--- src/rtl/tt_mem_port.sv ---
// ---------------------------------------------------------------------------
// tt_mem_port
//   Byte-serial memory initiator. Bridges the core's word-wide request port
//   to an external responder over the TinyTapeout uio pins: each request is
//   sent as a strobed byte frame (command, address LSB first, and write data
//   LSB first for writes), then the response byte(s) are collected from the
//   dedicated inputs. A watchdog aborts a transaction whose responder goes
//   silent, so the core always gets exactly one response per request.
//
// Ports
//   clk, rst            clock, asynchronous active-high reset
//   req_valid/req_ready request handshake (ready only while idle)
//   req_we/addr/wdata   request fields, latched on acceptance
//   rsp_valid           one-cycle response pulse
//   rsp_rdata/rsp_err   response payload, held until the next response
//   bus_out/bus_oe      frame byte and pin direction (uio_out / uio_oe)
//   bus_strobe          frame byte qualifier
//   bus_in/bus_in_valid response byte and its qualifier (ui_in)
// ---------------------------------------------------------------------------
module tt_mem_port #(
    parameter int         TIMEOUT = 255,
    parameter logic [7:0] CMD_RD  = 8'h01,
    parameter logic [7:0] CMD_WR  = 8'h02
) (
    input  logic        clk,
    input  logic        rst,
    input  logic        req_valid,
    output logic        req_ready,
    input  logic        req_we,
    input  logic [31:0] req_addr,
    input  logic [31:0] req_wdata,
    output logic        rsp_valid,
    output logic [31:0] rsp_rdata,
    output logic        rsp_err,
    output logic [7:0]  bus_out,
    output logic [7:0]  bus_oe,
    output logic        bus_strobe,
    input  logic [7:0]  bus_in,
    input  logic        bus_in_valid
);

    typedef enum logic [2:0] {
        S_IDLE, S_CMD, S_ADDR, S_WDATA, S_WAIT, S_RDATA, S_RESP
    } state_t;

    state_t      state_q, state_d;
    logic [1:0]  cnt_q, cnt_d;
    logic [15:0] wdog_q, wdog_d;
    logic        req_ready_q, req_ready_d;
    logic        rsp_valid_q, rsp_valid_d;
    logic [31:0] rsp_rdata_q, rsp_rdata_d;
    logic        rsp_err_q, rsp_err_d;
    logic [7:0]  bus_out_q, bus_out_d;
    logic [7:0]  bus_oe_q, bus_oe_d;
    logic        bus_strobe_q, bus_strobe_d;

    // Datapath registers: no reset needed, always loaded before use.
    logic        we_q, we_d;
    logic [63:0] sh_q, sh_d;      // {wdata, addr}, shifted out a byte at a time
    logic [31:0] acc_q, acc_d;    // read bytes, shifted in from the top

    // The count would reach TIMEOUT at the end of this cycle.
    logic wdog_hit;
    assign wdog_hit = (({1'b0, wdog_q} + 17'd1) == 17'(TIMEOUT));

    always_comb begin
        state_d      = state_q;
        cnt_d        = cnt_q;
        wdog_d       = wdog_q;
        rsp_valid_d  = 1'b0;
        rsp_rdata_d  = rsp_rdata_q;
        rsp_err_d    = rsp_err_q;
        bus_out_d    = 8'h00;
        bus_oe_d     = 8'h00;
        bus_strobe_d = 1'b0;
        we_d         = we_q;
        sh_d         = sh_q;
        acc_d        = acc_q;

        case (state_q)
            S_IDLE: begin
                if (req_valid) begin
                    we_d         = req_we;
                    sh_d         = {req_wdata, req_addr};
                    state_d      = S_CMD;
                    bus_out_d    = req_we ? CMD_WR : CMD_RD;
                    bus_strobe_d = 1'b1;
                    bus_oe_d     = 8'hFF;
                end
            end
            S_CMD: begin
                state_d      = S_ADDR;
                cnt_d        = 2'd0;
                bus_out_d    = sh_q[7:0];
                bus_strobe_d = 1'b1;
                bus_oe_d     = 8'hFF;
                sh_d         = {8'h00, sh_q[63:8]};
            end
            S_ADDR, S_WDATA: begin
                if (cnt_q == 2'd3 && (state_q == S_WDATA || !we_q)) begin
                    // Frame complete: release the pins and start listening.
                    state_d = S_WAIT;
                    cnt_d   = 2'd0;
                    wdog_d  = 16'd0;
                end else begin
                    if (cnt_q == 2'd3) state_d = S_WDATA;
                    cnt_d        = cnt_q + 2'd1;
                    bus_out_d    = sh_q[7:0];
                    bus_strobe_d = 1'b1;
                    bus_oe_d     = 8'hFF;
                    sh_d         = {8'h00, sh_q[63:8]};
                end
            end
            S_WAIT, S_RDATA: begin
                if (bus_in_valid) begin
                    wdog_d = 16'd0;
                    if (we_q) begin
                        state_d     = S_RESP;
                        rsp_valid_d = 1'b1;
                        rsp_err_d   = bus_in[0];
                        rsp_rdata_d = 32'd0;
                    end else begin
                        acc_d = {bus_in, acc_q[31:8]};
                        cnt_d = cnt_q + 2'd1;
                        if (cnt_q == 2'd3) begin
                            state_d     = S_RESP;
                            rsp_valid_d = 1'b1;
                            rsp_err_d   = 1'b0;
                            rsp_rdata_d = {bus_in, acc_q[31:8]};
                        end else begin
                            state_d = S_RDATA;
                        end
                    end
                end else if (wdog_hit) begin
                    // Responder went silent: abort, dropping any partial data.
                    state_d     = S_RESP;
                    rsp_valid_d = 1'b1;
                    rsp_err_d   = 1'b1;
                    rsp_rdata_d = 32'd0;
                end else begin
                    wdog_d = wdog_q + 16'd1;
                end
            end
            S_RESP: begin
                state_d = S_IDLE;
            end
            default: begin
                state_d = S_IDLE;
            end
        endcase

        req_ready_d = (state_d == S_IDLE);
    end

    always_ff @(posedge clk or posedge rst) begin
        if (rst) begin
            state_q      <= S_IDLE;
            cnt_q        <= 2'd0;
            wdog_q       <= 16'd0;
            req_ready_q  <= 1'b1;
            rsp_valid_q  <= 1'b0;
            rsp_rdata_q  <= 32'd0;
            rsp_err_q    <= 1'b0;
            bus_out_q    <= 8'h00;
            bus_oe_q     <= 8'h00;
            bus_strobe_q <= 1'b0;
        end else begin
            state_q      <= state_d;
            cnt_q        <= cnt_d;
            wdog_q       <= wdog_d;
            req_ready_q  <= req_ready_d;
            rsp_valid_q  <= rsp_valid_d;
            rsp_rdata_q  <= rsp_rdata_d;
            rsp_err_q    <= rsp_err_d;
            bus_out_q    <= bus_out_d;
            bus_oe_q     <= bus_oe_d;
            bus_strobe_q <= bus_strobe_d;
        end
    end

    always_ff @(posedge clk) begin
        we_q  <= we_d;
        sh_q  <= sh_d;
        acc_q <= acc_d;
    end

    assign req_ready  = req_ready_q;
    assign rsp_valid  = rsp_valid_q;
    assign rsp_rdata  = rsp_rdata_q;
    assign rsp_err    = rsp_err_q;
    assign bus_out    = bus_out_q;
    assign bus_oe     = bus_oe_q;
    assign bus_strobe = bus_strobe_q;

endmodule

--- config.mk ---
export PLATFORM = sky130hd
export DESIGN_NAME = tt_mem_port
export DESIGN_NICKNAME = d
export VERILOG_FILES = /design/src/rtl/tt_mem_port.sv
export SDC_FILE = /design/constraint.sdc
export NUM_CORES = 1
export LEC_CHECK = 0
export CAP_MARGIN = 20
export CORE_MARGIN = 2
export CORE_UTILIZATION = 44
export CTS_CLUSTER_DIAMETER = 200
export DETAILED_ROUTE_END_ITERATION = 6
export PLACE_DENSITY = 0.69
export SETUP_SLACK_MARGIN = 0.5
export SYNTH_ARGS = -nofsm -noshare
export SYNTH_HDL_FRONTEND = slang
export SYNTH_SLANG_ARGS = --single-unit
--- constraint.sdc ---
create_clock -name clk -period 7.3 [get_ports clk]
set_input_delay 1.46 -clock clk [delete_from_list [all_inputs] [get_ports clk]]
set_output_delay 1.46 -clock clk [all_outputs]
set_load 0.02 [all_outputs]
==> qor.yml, run 1 <==
clock_tree:
  insertion_delay_ns: 0.42
  clkTransAtPathRegs_ns: 0.07
  clockRootBuffer: "clkbuf_16"
  numCtsBuffers: 17
  htreeDepth: 4
  cts_setup_buffers: 0
  max-clock-path-buffers: 2
  cts_num_sinks: 154
  cts_resized: 0
  cts_tree: "yes"
  ctsHoldBuffers: 0
power_and_ir_drop:
  switching_share: 0.310
  clockPowerShare: 0.255
  internal-power_mw: 2.29
  powerDensity_nw_per_um2: 368
  leakage_nw: 3.46
  vdd_drop_max_uv: 276
  switchingPower_mw: 1.03
  p_seq_frac: 0.432
  combinationalPowerShare: 0.313
  p_total_mw: 3.32
finish:
  layout-drive-gt1-share: 0.191
  nets: 735
  final_util: 0.572
  num_antenna_cells: 0
  stdcell_count: 881
  area_growth_pct: 27.8
  nFillCells: 1315
route:
  drt_pass1_iterations: 4
  ant_nets: 0
  wire_per_inst_um: 16.4
  drc_errors: 0
  routed-via-count: 4698
  routed_wl_um: 14400
  via_per_inst: 5.33
  drt_iter0_markers: 389
sta:
  rsz0062_at_grt: "false"
  worst_pin_slew_ns: 1.02
  finalSetupViolations: 0
  fin_crit_ns: 3.69
  drv_slew: 0
  maxSlewHeadroom: 0.317
  fin_worst_skew_ns: 0.00905
  hold_violations: 0
  tns_ns: 0
  max_freq_mhz: 271
  timing.final.crit_share: 0.505
place:
  place_congestion: 0.830
  dp.cells: 848
  port_buffers: 128
  place_hpwl_um: 9320
critical_path:
  r2r_start: "wdog_q[1]"
  worstSetupStartpoint: "bus_in_valid"
  end_kind: "flip-flop"
  ff2ff_path_depth: 7
  path_depth: 5
  r2r_slack_ns: 4.01
  cp.required_ns: 7.64
  criticalPathCategory: "input port to flip-flop"
  max_stage_delay_ns: 0.73
  cp-endpoint: "wdog_q[3]"
  path_buf_inv: 1
  cp_cell_sequence: "clkdlybuf4s50_1, nor2b_1, nand2_1, or3_2, o21ai_0"
  cp-start-kind: "input port"
  r2r-end: "rsp_rdata[24]"
  cp.arrival_ns: 4.03
  critPathTopFamily: "simple AND/OR/NAND/NOR gates"
  cpMaxStageDelayCell: "clkdlybuf4s50_1"
  critical_path.max_fanout: 17
global_route:
  grt_usage: 0.177
  antenna_found_initial: 0
  grt_pass1_vias: 4673
  grt_pass1_wl_um: 23300
  grt-ovfl-total: 0
  grt_max_degree: 66
floorplan:
  row_count: 46
  die_h_um: 131
  dieArea_um2: 17100
  die_w_um: 131
  start_util: 0.448
  ios: 129
  design.core.area_um2: 15800
yosys:
  synth_flop_cell: "edfxtp_1"
  synth_warnings: 0
  mappedNetlistArea_um2: 7060
  synth_cell_types: 60
  synth-edff-count: 89
  syn-num-nets: 627
  synth_top_area_frac: 0.379
  synth_area_per_cell_um2: 13.0
  async_reset_ff_frac: 0.422
  ys_top_cells_by_area: "edfxtp_1 (38%), dfrtp_1 (23%), mux2_2 (8.9%), a22oi_1 (3.6%), nand2b_1 (3.3%)"
  ys_seq_elements: 154
  yosysTopAreaCell: "edfxtp_1"
  ys_seq_area_frac: 0.609
  synth_cells: 544
hold_path:
  min_path_type: "flip-flop to flip-flop"
  whs_path_depth: 0
run_status:
  status: "complete, no violations"
run:
  maxCapViolCount: 0
-- cells in the mapped netlist, types with 2 or more instances --
| library cell | instances |
|---|---|
| a22o_1 | 2 |
| edfxtp_1 | 89 |
| o21ai_0 | 45 |
| nand3_1 | 10 |
| a22oi_1 | 34 |
| o21a_1 | 2 |
| o21ai_2 | 9 |
| buf_2 | 4 |
| clkbuf_1 | 24 |
| o31ai_1 | 9 |
| nand2_1 | 19 |
| nand3b_1 | 6 |
| buf_4 | 12 |
| xnor2_1 | 3 |
| nand4_2 | 4 |
| o2111ai_1 | 2 |
| ha_1 | 6 |
| and4_1 | 2 |
| nand4_1 | 4 |
| buf_6 | 4 |
| inv_1 | 13 |
| and2_1 | 10 |
| dfrtp_1 | 64 |
| a21oi_1 | 11 |
| mux2i_1 | 3 |
| clkbuf_2 | 2 |
| a31oi_1 | 3 |
| o22ai_1 | 2 |
| nor2_1 | 14 |
| nor3_1 | 2 |
| mux2_2 | 56 |
| nor2b_1 | 9 |
| or2_2 | 2 |
| nand2b_1 | 37 |
-- layout by cell type (no fill, tap or decap), drive strengths merged, types with 8 or more instances in the layout --
cell	synthesis	layout
nand3	10	10
clkdlybuf4s50	0	128
mux2	56	56
nand4	8	8
clkbuf	26	18
inv	13	23
dfrtp	64	64
a21oi	11	11
nand2	19	19
edfxtp	89	89
o31ai	9	9
nor2b	9	9
o21ai	54	54
a22oi	34	34
and2	10	10
nor2	15	15
nand2b	37	37
-- power groups by stage --
stage	Sequential [mW]	Clock (mW)	Combinational, mW
4_1_cts	1.44	0.867	1.05
3_3_place_gp	1.44	0	1.01
5_1_grt	1.47	0.909	1.14
6_report	1.44	0.848	1.04
2_1_floorplan	1.50	0	0.702
3_5_place_dp	1.46	0	1.04
-- per-stage QoR --
step	worst slack, ns	hold slack (ns)	cell area, um^2
2_1_floorplan	2.06	0.427	7060
3_3_place_gp	2.91	0.439	8430
3_5_place_dp	2.76	0.435	8430
4_1_cts	3.16	0.451	9010
5_1_grt	3.50	0.465	9020
6_report	3.61	0.453	9020
-- how the worst min path moves through the flow --
stage | slack [ns] | to | start
2_1_floorplan | 0.43 | acc_q[10] | acc_q[18]
3_3_place_gp | 0.44 | acc_q[16] | acc_q[24]
3_5_place_dp | 0.43 | acc_q[16] | acc_q[24]
4_1_cts | 0.45 | acc_q[16] | acc_q[24]
5_1_grt | 0.46 | acc_q[16] | acc_q[24]
6_report | 0.45 | acc_q[16] | acc_q[24]
-- per-layer routing --
layer  track usage  vias to the layer above  share of wire
met3        0.0464                       21          0.051
met4        0.0632                        0          0.017
met2         0.295                      143           0.51
met5             0                        -              0
li1              -                     2246              -
met1         0.226                     2288           0.42
-- state kept, by name, summed over array words and instances (netlist names) --
signal	flops
acc_q	24
bus_oe	1
bus_out	8
cnt_q	2
req_ready	1
rsp_err	1
rsp_rdata	32
rsp_valid	1
sh_q	64
state_q	3
wdog_q	16
we_q	1
-- kinds of logic (layout without fill, tap and decap cells) --
family | Yosys count | after routing | synth area share
buf+inv | 59 | 180 | 0.0431
mux | 59 | 59 | 0.0936
fa+ha+maj | 6 | 6 | 0.0106
xor+xnor | 4 | 4 | 0.00496
flops | 154 | 154 | 0.609
compound gates | 132 | 132 | 0.127
simple gates | 130 | 130 | 0.111
-- final cells by class --
cell class	count	area [um^2]	area share
multi-input combinational	331	2490	0.276
inverter	13	48.8	0.00541
clock inverter	14	125	0.0139
timing repair buffer	135	1340	0.149
tap	216	270	0.0300
clock buffer	18	450	0.0499
sequential	154	4300	0.477
Note: power is estimated with default switching activity, not from simulation.
==> run 2, diff against run 1 <==
--- a/config.mk
+++ b/config.mk
@@ -10,7 +10,7 @@
 export CORE_UTILIZATION = 44
 export CTS_CLUSTER_DIAMETER = 200
 export DETAILED_ROUTE_END_ITERATION = 6
-export PLACE_DENSITY = 0.69
+export PLACE_DENSITY = 0.72
 export SETUP_SLACK_MARGIN = 0.5
 export SYNTH_ARGS = -nofsm -noshare
 export SYNTH_HDL_FRONTEND = slang
==> constraint.sdc (replaced) <==
create_clock -name clk -period 3 [get_ports clk]
set_input_delay 0.6 -clock clk [delete_from_list [all_inputs] [get_ports clk]]
set_output_delay 0.6 -clock clk [all_outputs]
set_load 0.02 [all_outputs]
==> qor.yml, run 2 (synthesis gave the netlist of run 1 again) <==
run_status:
  status: "complete, no violations"
global_route:
  grt_pass1_vias: 4839
  grt_max_degree: 66
  grt_usage: 0.181
  antenna_found_initial: 0
  grt_pass1_wl_um: 23800
  grt-ovfl-total: 0
hold_path:
  min_path_type: "flip-flop to flip-flop"
route:
  wl_met1_um: 6350
  routed_wl_um: 15000
  ant_nets: 0
  drt_iter0_markers: 328
  drt_pass1_iterations: 5
  routed-via-count: 4749
  wl_met2_um: 7600
  drc_errors: 0
  via_per_inst: 5.32
  wire_per_inst_um: 16.9
  met3_length_um: 729
  top_layer: "met4"
critical_path:
  path_buf_inv: 1
  critPathTopFamily: "simple AND/OR/NAND/NOR gates"
  cp.required_ns: 3.30
  criticalPathCategory: "flip-flop to flip-flop"
  cp-start-kind: "flip-flop"
  max_stage_delay_ns: 0.46
  end_kind: "flip-flop"
  critical_path.max_fanout: 19
  cpMaxStageDelayCell: "dfrtp_2"
  cp.arrival_ns: 2.67
  r2r_slack_ns: 0.62
  cp_cell_sequence: "ha_2, nand3_2, nor3_4, mux2i_1, nand4_2, nor2_4, clkbuf_16, o21ai_0"
clock_tree:
  clockRootBuffer: "clkbuf_16"
  insertion_delay_ns: 0.42
  max-clock-path-buffers: 2
  ctsHoldBuffers: 0
  htreeDepth: 4
  clkTransAtPathRegs_ns: 0.06
  cts_tree: "yes"
  cts_num_sinks: 154
  numCtsBuffers: 17
sta:
  timing.final.crit_share: 0.792
  tns_ns: 0
  rsz0062_at_grt: "false"
  worst_pin_slew_ns: 0.552
  drv_slew: 0
  hold_violations: 0
  maxSlewHeadroom: 0.632
  fin_crit_ns: 2.38
  max_freq_mhz: 421
  fin_worst_skew_ns: 0.0115
  finalSetupViolations: 0
place:
  port_buffers: 128
  place_congestion: 0.839
  place_hpwl_um: 9630
finish:
  layout_commonest_cell: "clkdlybuf4s50_1"
  final_util: 0.587
  largest_reg_flops: 64
  num_antenna_cells: 0
  area_growth_pct: 31.1
  regMostFlops: "sh_q"
  layout-drive-gt1-share: 0.220
  nets: 746
  most-common-layout-cells: "clkdlybuf4s50_1 (128), edfxtp_1 (89), mux2_2 (56), dfrtp_1 (56), o21ai_0 (44)"
run:
  maxCapViolCount: 0
power_and_ir_drop:
  switching_share: 0.298
  clockPowerShare: 0.264
  switchingPower_mw: 2.48
  combinationalPowerShare: 0.316
  powerDensity_nw_per_um2: 898
  p_seq_frac: 0.420
  vdd_drop_max_uv: 495
  internal-power_mw: 5.84
  leakage_nw: 3.58
floorplan:
  die_h_um: 131
  dieArea_um2: 17100
  row_count: 46
  die_w_um: 131
  ios: 129
  design.core.area_um2: 15800
  start_util: 0.448
run 2: worst paths after layout:
path	from	endpoint	cells past startpoint
worst min-delay path	acc_q[24]	acc_q[16]	0
worst min register to register	acc_q[24]	acc_q[16]	0
min in group asynchronous	rst	wdog_q[8]	3
worst max-delay path	wdog_q[0]	rsp_rdata[22]	8
worst max register to register	wdog_q[0]	rsp_rdata[22]	8
max in group asynchronous	rst	req_ready	3
run 2: timing repair:
item                       in CTS  in global routing
setup endpoints to repair      30                 40
cloned                          0                  1
pin swaps                       0                  2
buffers inserted                0                  5
gates resized for setup         3                 12
run 2: cell type report:
cell class                 count  area (um^2)
fill                        1268         6520
clock buffer                  21          482
tap                          216          270
clock inverter                11          131
timing repair buffer         146         1480
multi-input combinational    331         2530
sequential                   154         4310
inverter                      13         48.8
run 2: per-layer routing:
metal  GRT usage  vias up
met2       0.303      139
met4      0.0795        0
met3      0.0448       23
li1            -     2246
met5           0        -
met1       0.225     2341
run 2: power groups by stage:
stage	Sequential [mW]	Combinational [mW]	Clock (mW)
2_1_floorplan	3.59	1.73	0
3_3_place_gp	3.49	2.54	0
3_5_place_dp	3.53	2.62	0
4_1_cts	3.50	2.64	2.23
5_1_grt	3.56	2.87	2.32
6_report	3.49	2.63	2.19
run 2: metrics by stage:
stage	power [mW]	hold WS, ns	worst slack [ns]	instances	area, um^2
6_report	8.32	0.448	0.625	892	9260
5_1_grt	8.75	0.472	0.501	892	9260
4_1_cts	8.37	0.448	0.505	886	9150
3_5_place_dp	6.16	0.433	0.451	854	8530
3_3_place_gp	6.03	0.429	0.575	854	8530
2_1_floorplan	5.32	0.427	0.547	544	7070
